[config.mk]
export PLATFORM = sky130hd
export DESIGN_NAME = pc_stack_unit
export DESIGN_NICKNAME = d
export VERILOG_FILES = /design/src/rtl/pc_stack_unit.sv
export SDC_FILE = /design/constraint.sdc
export NUM_CORES = 1
export LEC_CHECK = 0
export BUFFER_PORTS_ARGS = -buffer_cell sky130_fd_sc_hd__buf_2
export CAP_MARGIN = 20
export CORE_ASPECT_RATIO = 2
export CORE_UTILIZATION = 52
export CTS_CLUSTER_DIAMETER = 30
export DETAILED_ROUTE_END_ITERATION = 8
export PLACE_DENSITY = 0.88
export SLEW_MARGIN = 40
export SYNTH_ARGS = -nofsm -noshare
export SYNTH_HDL_FRONTEND = slang
export SYNTH_SLANG_ARGS = --single-unit
[constraint.sdc]
create_clock -name clk -period 2.4 [get_ports clk]
set_input_delay 0.24 -clock clk [delete_from_list [all_inputs] [get_ports clk]]
set_output_delay 0.24 -clock clk [all_outputs]
set_load 0.005 [all_outputs]
[src/rtl/pc_stack_unit.sv]
// Fetch-stage program counter with a circular return-address stack.
// Priority jump > call > ret > branch > increment; en=0 freezes everything but clr_err.
module pc_stack_unit #(
  parameter int unsigned     PC_W      = 8,
  parameter int unsigned     RAS_DEPTH = 4,
  parameter bit              WRAP_MODE = 1'b0,
  parameter logic [PC_W-1:0] RESET_PC  = '0
) (
  input  logic            clk,
  input  logic            rst_n,
  input  logic            en,
  input  logic            jump,
  input  logic            call,
  input  logic            ret,
  input  logic            branch,
  input  logic [PC_W-1:0] imm,
  input  logic            clr_err,
  output logic [PC_W-1:0] pc,
  output logic [PC_W-1:0] pc_next,
  output logic            ras_empty,
  output logic            ras_full,
  output logic            ras_overflow,
  output logic            ras_underflow
);

  localparam int unsigned      PTR_W    = $clog2(RAS_DEPTH);
  localparam int unsigned      CNT_W    = $clog2(RAS_DEPTH + 1);
  localparam logic [PTR_W-1:0] PTR_MAX  = PTR_W'(RAS_DEPTH - 1);
  localparam logic [CNT_W-1:0] CNT_FULL = CNT_W'(RAS_DEPTH);

  typedef enum logic [2:0] {
    CMD_INC,
    CMD_JUMP,
    CMD_CALL,
    CMD_RET,
    CMD_BRANCH
  } cmd_e;

  cmd_e             cmd;
  logic [PC_W-1:0]  pc_q, pc_d;
  logic [PC_W-1:0]  pc_inc;
  logic [PC_W-1:0]  ras_q [RAS_DEPTH];
  logic [PTR_W-1:0] ptr_q, ptr_d, ptr_inc, ptr_dec;
  logic [CNT_W-1:0] cnt_q, cnt_d;
  logic             ovf_q, ovf_d;
  logic             udf_q, udf_d;
  logic             push;

  always_comb begin
    cmd = CMD_INC;
    if (jump)        cmd = CMD_JUMP;
    else if (call)   cmd = CMD_CALL;
    else if (ret)    cmd = CMD_RET;
    else if (branch) cmd = CMD_BRANCH;
  end

  // ptr_q is the next write slot; when full it also addresses the oldest entry,
  // so a push while full overwrites exactly that entry.
  always_comb begin
    ptr_inc = (ptr_q == PTR_MAX) ? '0 : ptr_q + 1'b1;
    ptr_dec = (ptr_q == '0) ? PTR_MAX : ptr_q - 1'b1;
    if (pc_q == '1) pc_inc = WRAP_MODE ? '0 : pc_q;
    else            pc_inc = pc_q + 1'b1;
  end

  always_comb begin
    pc_d  = pc_q;
    ptr_d = ptr_q;
    cnt_d = cnt_q;
    ovf_d = ovf_q;
    udf_d = udf_q;
    push  = 1'b0;
    if (en) begin
      unique case (cmd)
        CMD_JUMP: pc_d = imm;
        CMD_CALL: begin
          push  = 1'b1;
          pc_d  = imm;
          ptr_d = ptr_inc;
          if (cnt_q == CNT_FULL) ovf_d = 1'b1;
          else                   cnt_d = cnt_q + 1'b1;
        end
        CMD_RET: begin
          if (cnt_q == '0) begin
            pc_d  = pc_inc;
            udf_d = 1'b1;
          end else begin
            pc_d  = ras_q[ptr_dec];
            ptr_d = ptr_dec;
            cnt_d = cnt_q - 1'b1;
          end
        end
        CMD_BRANCH: pc_d = pc_q + imm + 1'b1;
        default:    pc_d = pc_inc;
      endcase
    end
    if (clr_err) begin
      ovf_d = 1'b0;
      udf_d = 1'b0;
    end
  end

  always_ff @(posedge clk or negedge rst_n) begin
    if (!rst_n) begin
      pc_q  <= RESET_PC;
      ptr_q <= '0;
      cnt_q <= '0;
      ovf_q <= 1'b0;
      udf_q <= 1'b0;
    end else begin
      pc_q  <= pc_d;
      ptr_q <= ptr_d;
      cnt_q <= cnt_d;
      ovf_q <= ovf_d;
      udf_q <= udf_d;
    end
  end

  always_ff @(posedge clk) begin
    if (push) ras_q[ptr_q] <= pc_q + 1'b1;
  end

  assign pc            = pc_q;
  assign pc_next       = pc_d;
  assign ras_empty     = (cnt_q == '0);
  assign ras_full      = (cnt_q == CNT_FULL);
  assign ras_overflow  = ovf_q;
  assign ras_underflow = udf_q;

endmodule

==> impl.org <==
** Routing
- Dividing the detail-routed wire length by the instance count gives 19.9 um.
- Via total after detailed routing :: 2240
- For this block, the routed nets add up to 7.12 mm of wire.
- In the routed design, unresolved DRC markers number 0.
- Vias per std cell :: 6.27
- The first detailed-routing pass ran for 4 iterations.
- The detailed router finished its first iteration with 78 violations.
- In this run the remaining antenna-violating nets after routing total 0.

** Critical path
- The most critical setup path has its startpoint at pc[0]$_DFF_PN0_.
- Crit. End Element :: output pin
- Crit path launch type :: flop
- Data arrival, critical path :: 2.28 ns
- The worst register-to-register path begins at pc[0]$_DFF_PN0_.
- Flop2flop setup slack :: 0.41 ns
- Crit path max fanout :: 2
- The worst setup path is of the reg -> out kind.
- Data required time of the worst path :: 2.16 ns

** Pwr
- Worst VDD drop :: 0.673 mV
- For this design the static power due to leakage is 1.34 nW.
- Power density normalized to cell area :: 950 nW/um^2
- Total power for the finished layout comes to 3.21 mW.

** Logic synthesis
- Of the synthesized area, sequential elements account for 48.3%.
- For this run, asynchronously set or reset flops after synthesis account for 31.9%.
- Yosys mapped the design onto 52 distinct sky130hd cell types.
- Post-Syn Nets :: 273
- Synthesized area :: 2770 um^2
- Syn. warnings :: 0
- Number of instances in the synthesized netlist :: 242
- Number of enable-type register cells in the synthesized netlist :: 32
- Number of synthesized register bits :: 47
- Most used flip-flop cell after synthesis :: sky130_fd_sc_hd__edfxtp_1
- In this run the mean area of a mapped cell was 11.4 um^2.

** Placement
- Detail Placement HPWL :: 4.95 mm
- The placed instances occupy a cell area of 3060 um^2.
- Routability cong. :: 0.905
- The count of buffers added on input and output ports is 35.

** Clocking
- Clock tree synthesis found a total of 47 sinks.
- The H-tree generated during clock tree synthesis spans 2 levels.
- CTS tree :: yes
- In this run the clock root is driven by a sky130_fd_sc_hd__clkbuf_8.
- Clock latency on the worst-skew pair :: 0.32 ns
- Maximum clock path buffer count :: 2
- Number of clock buffers inserted by TritonCTS :: 5
- After clock tree synthesis, the clock-pin slew on the worst setup and hold paths is 0.10 ns.

** Timing
- Setup repair after global routing could not meet its margin everywhere.
- Endpoints failing hold :: 0
- Pins over their slew limit :: 0
- Setup violations remaining at the end of the flow were counted as 7.
- Worst clock skew on the final layout :: 0.0146 ns
- Minimum clock period after layout :: 2.52 ns
- The final critical path takes up 105% of the cycle.
- Fmax :: 0.396 GHz
- For the pin with the worst max-slew slack, the measured transition is 0.547 ns.
- Slew margin rel. :: 63.3%
- After layout, the worst setup slack is -0.125 ns.

** GRT
- Global-route wire length before repair :: 10.2 mm
- Entering global routing, the biggest net connects 22 pins.
- The initial antenna violation count is 0.
- Global routing used 25.8% of the available tracks.
- Residual overflow from global routing :: 0
- Vias in the first global route :: 2219

** Die
- Die Y :: 105 um
- Chip width :: 53.6 um
- In this run the count of I/O pins placed on the die edge is 36.
- Starting utilization of the core area :: 53.9%
- The die covers 5640 um^2.
- The core region is 5140 um^2.
- Placement row count :: 37

** Cells and area
- Fillers :: 370
- After the last flow step, the layout net total stands at 329.
- 0 antenna diodes ended up in the layout.
- Of the cells placed in the final design, the portion with a size suffix greater than 1 is 33.4%.
- Compared with the post-synthesis result, the final layout area differs by 22.2%.
- Final std cell area, no fill :: 3380 um^2

** Min path
- The path class of the tightest hold or removal check is in -> reg.
- The worst hold path begins at clr_err.

** Run
- Max Cap Violations :: 0

** Outcome
- Failing checks :: setup timing
- Run status :: finished with violations
per-layer routing:
| metal | share of wire, % | global-route usage (%) |
|---|---|---|
| met2 | 55 | 45.7 |
| met5 | 0 | 0 |
| met4 | 4.9 | 16.4 |
| met3 | 4.5 | 5.97 |
| met1 | 36 | 24.7 |
state kept, by name, summed over array words and instances, names as in the netlist:
signal         flops
ras_q             32
pc                 8
cnt_q              3
ptr_q              2
ras_overflow       1
ras_underflow      1
final timing paths:
kind / end / cells after the start
worst min register to register: ras_overflow$_DFFE_PN0P_ / 2
min in group asynchronous: pc[2]$_DFF_PN0_ / 2
worst max register to register: pc[4]$_DFF_PN0_ / 10
worst min-delay path: ras_overflow$_DFFE_PN0P_ / 2
max in group asynchronous: ptr_q[0]$_DFFE_PN0P_ / 2
worst max-delay path: pc_next[6] / 9
area by class of cell:
cell class | count | area (um^2) | area share (%)
Timing Repair Buffer | 59 | 370 | 11.0
Multi-Input combinational cell | 173 | 1420 | 41.9
Sequential cell | 47 | 1340 | 39.5
Clock inverter | 3 | 71.3 | 2.11
Inverter | 12 | 45.0 | 1.33
Clock buffer | 5 | 68.8 | 2.04
Tap cell | 58 | 72.6 | 2.15
what timing repair did:
item | in CTS | in global routing
hold buffers | 1 | 0
buffers inserted | 4 | 6
resized for setup | 16 | 14
hold endpoints to repair | 15 | 0
pin swaps | 5 | 11
setup endpoints to repair | 8 | 8
report_power, final:
part	switching (mW)	leakage, nW	internal (mW)
sequential	0.0993	0.465	1.00
clock	0.289	0.0703	0.423
combinational	0.674	0.806	0.722
total	1.06	1.34	2.15
Yosys cell counts (3+ instances only):
| library cell | n | share of area, % |
|---|---|---|
| sky130_fd_sc_hd__edfxtp_1 | 32 | 35 |
| sky130_fd_sc_hd__nand2_1 | 17 | 2.3 |
| sky130_fd_sc_hd__nor2_1 | 17 | 2.3 |
| sky130_fd_sc_hd__dfrtp_1 | 15 | 14 |
| sky130_fd_sc_hd__ha_1 | 13 | 5.9 |
| sky130_fd_sc_hd__inv_1 | 12 | 1.6 |
| sky130_fd_sc_hd__o21ai_0 | 11 | 2.0 |
| sky130_fd_sc_hd__a21oi_1 | 10 | 1.8 |
| sky130_fd_sc_hd__xnor2_1 | 9 | 2.8 |
| sky130_fd_sc_hd__nand3_1 | 7 | 1.3 |
| sky130_fd_sc_hd__o21a_1 | 7 | 1.9 |
| sky130_fd_sc_hd__o21ai_1 | 7 | 1.3 |
| sky130_fd_sc_hd__a211oi_1 | 6 | 1.6 |
| sky130_fd_sc_hd__and3_1 | 6 | 1.4 |
| sky130_fd_sc_hd__mux4_2 | 6 | 4.9 |
| sky130_fd_sc_hd__o211ai_1 | 5 | 1.4 |
| sky130_fd_sc_hd__clkbuf_1 | 4 | 0.54 |
| sky130_fd_sc_hd__nand2b_1 | 4 | 0.90 |
| sky130_fd_sc_hd__nor3_1 | 4 | 0.72 |
| sky130_fd_sc_hd__xor2_1 | 4 | 1.3 |
| sky130_fd_sc_hd__nand4_1 | 3 | 0.68 |
| sky130_fd_sc_hd__nor2b_1 | 3 | 0.68 |
| sky130_fd_sc_hd__or2_2 | 3 | 0.68 |
kinds of logic after synthesis:
logic type               share of synthesized area, %
AO/OA/AOI/OAI                                    14.9
buffers and inverters                            3.93
multiplexers                                     7.14
flip-flops                                       48.3
XOR/XNOR                                         4.11
AND/OR/NAND/NOR                                  14.3
adder cells (fa/ha/maj)                          7.32
stage by stage:
| stage | hold slack (ns) | std cells | setup slack (ns) | setup TNS [ns] | util, % |
|---|---|---|---|---|---|
| after CTS | 0.0732 | 352 | -0.108 | -0.257 | 63.7 |
| final | 0.0839 | 357 | -0.125 | -0.541 | 65.8 |
| after detailed placement | 0.178 | 339 | 0.0786 | 0 | 59.5 |
| after global placement | 0.173 | 339 | 0.156 | 0 | 59.5 |
| after floorplan | -0.0556 | 242 | 0.0931 | 0 | - |
| after global routing | 0.0651 | 357 | -0.337 | -1.55 | 65.8 |
worst max-delay path: stages, from the launching register on:
cell and delay [ns]:
sky130_fd_sc_hd__dfrtp_1 0.37, sky130_fd_sc_hd__inv_2 0.06, sky130_fd_sc_hd__ha_4 0.15, sky130_fd_sc_hd__fa_2 0.38
sky130_fd_sc_hd__nor2b_2 0.14, sky130_fd_sc_hd__o31a_1 0.23, sky130_fd_sc_hd__mux2i_1 0.22, sky130_fd_sc_hd__o21ai_1 0.08
sky130_fd_sc_hd__o21a_1 0.20, sky130_fd_sc_hd__buf_2 0.13
layout by cell type (no fill, tap or decap), drive strengths merged, types with 2 or more instances in the layout:
cell	instances
buf	58
edfxtp	32
nor2	18
o21ai	18
nand2	17
dfrtp	15
ha	13
inv	13
a21oi	10
xnor2	9
mux4	8
nand3	7
o21a	7
and3	6
a211oi	6
o211ai	5
clkbuf	5
nor3	4
xor2	4
nand2b	4
or2	3
nand4	3
nor2b	3
or3b	2
o31a	2
and2	2
o221ai	2
bufinv	2
or4	2
o22ai	2
fa	2
No activity file was read; power rests on OpenSTA's default activity.
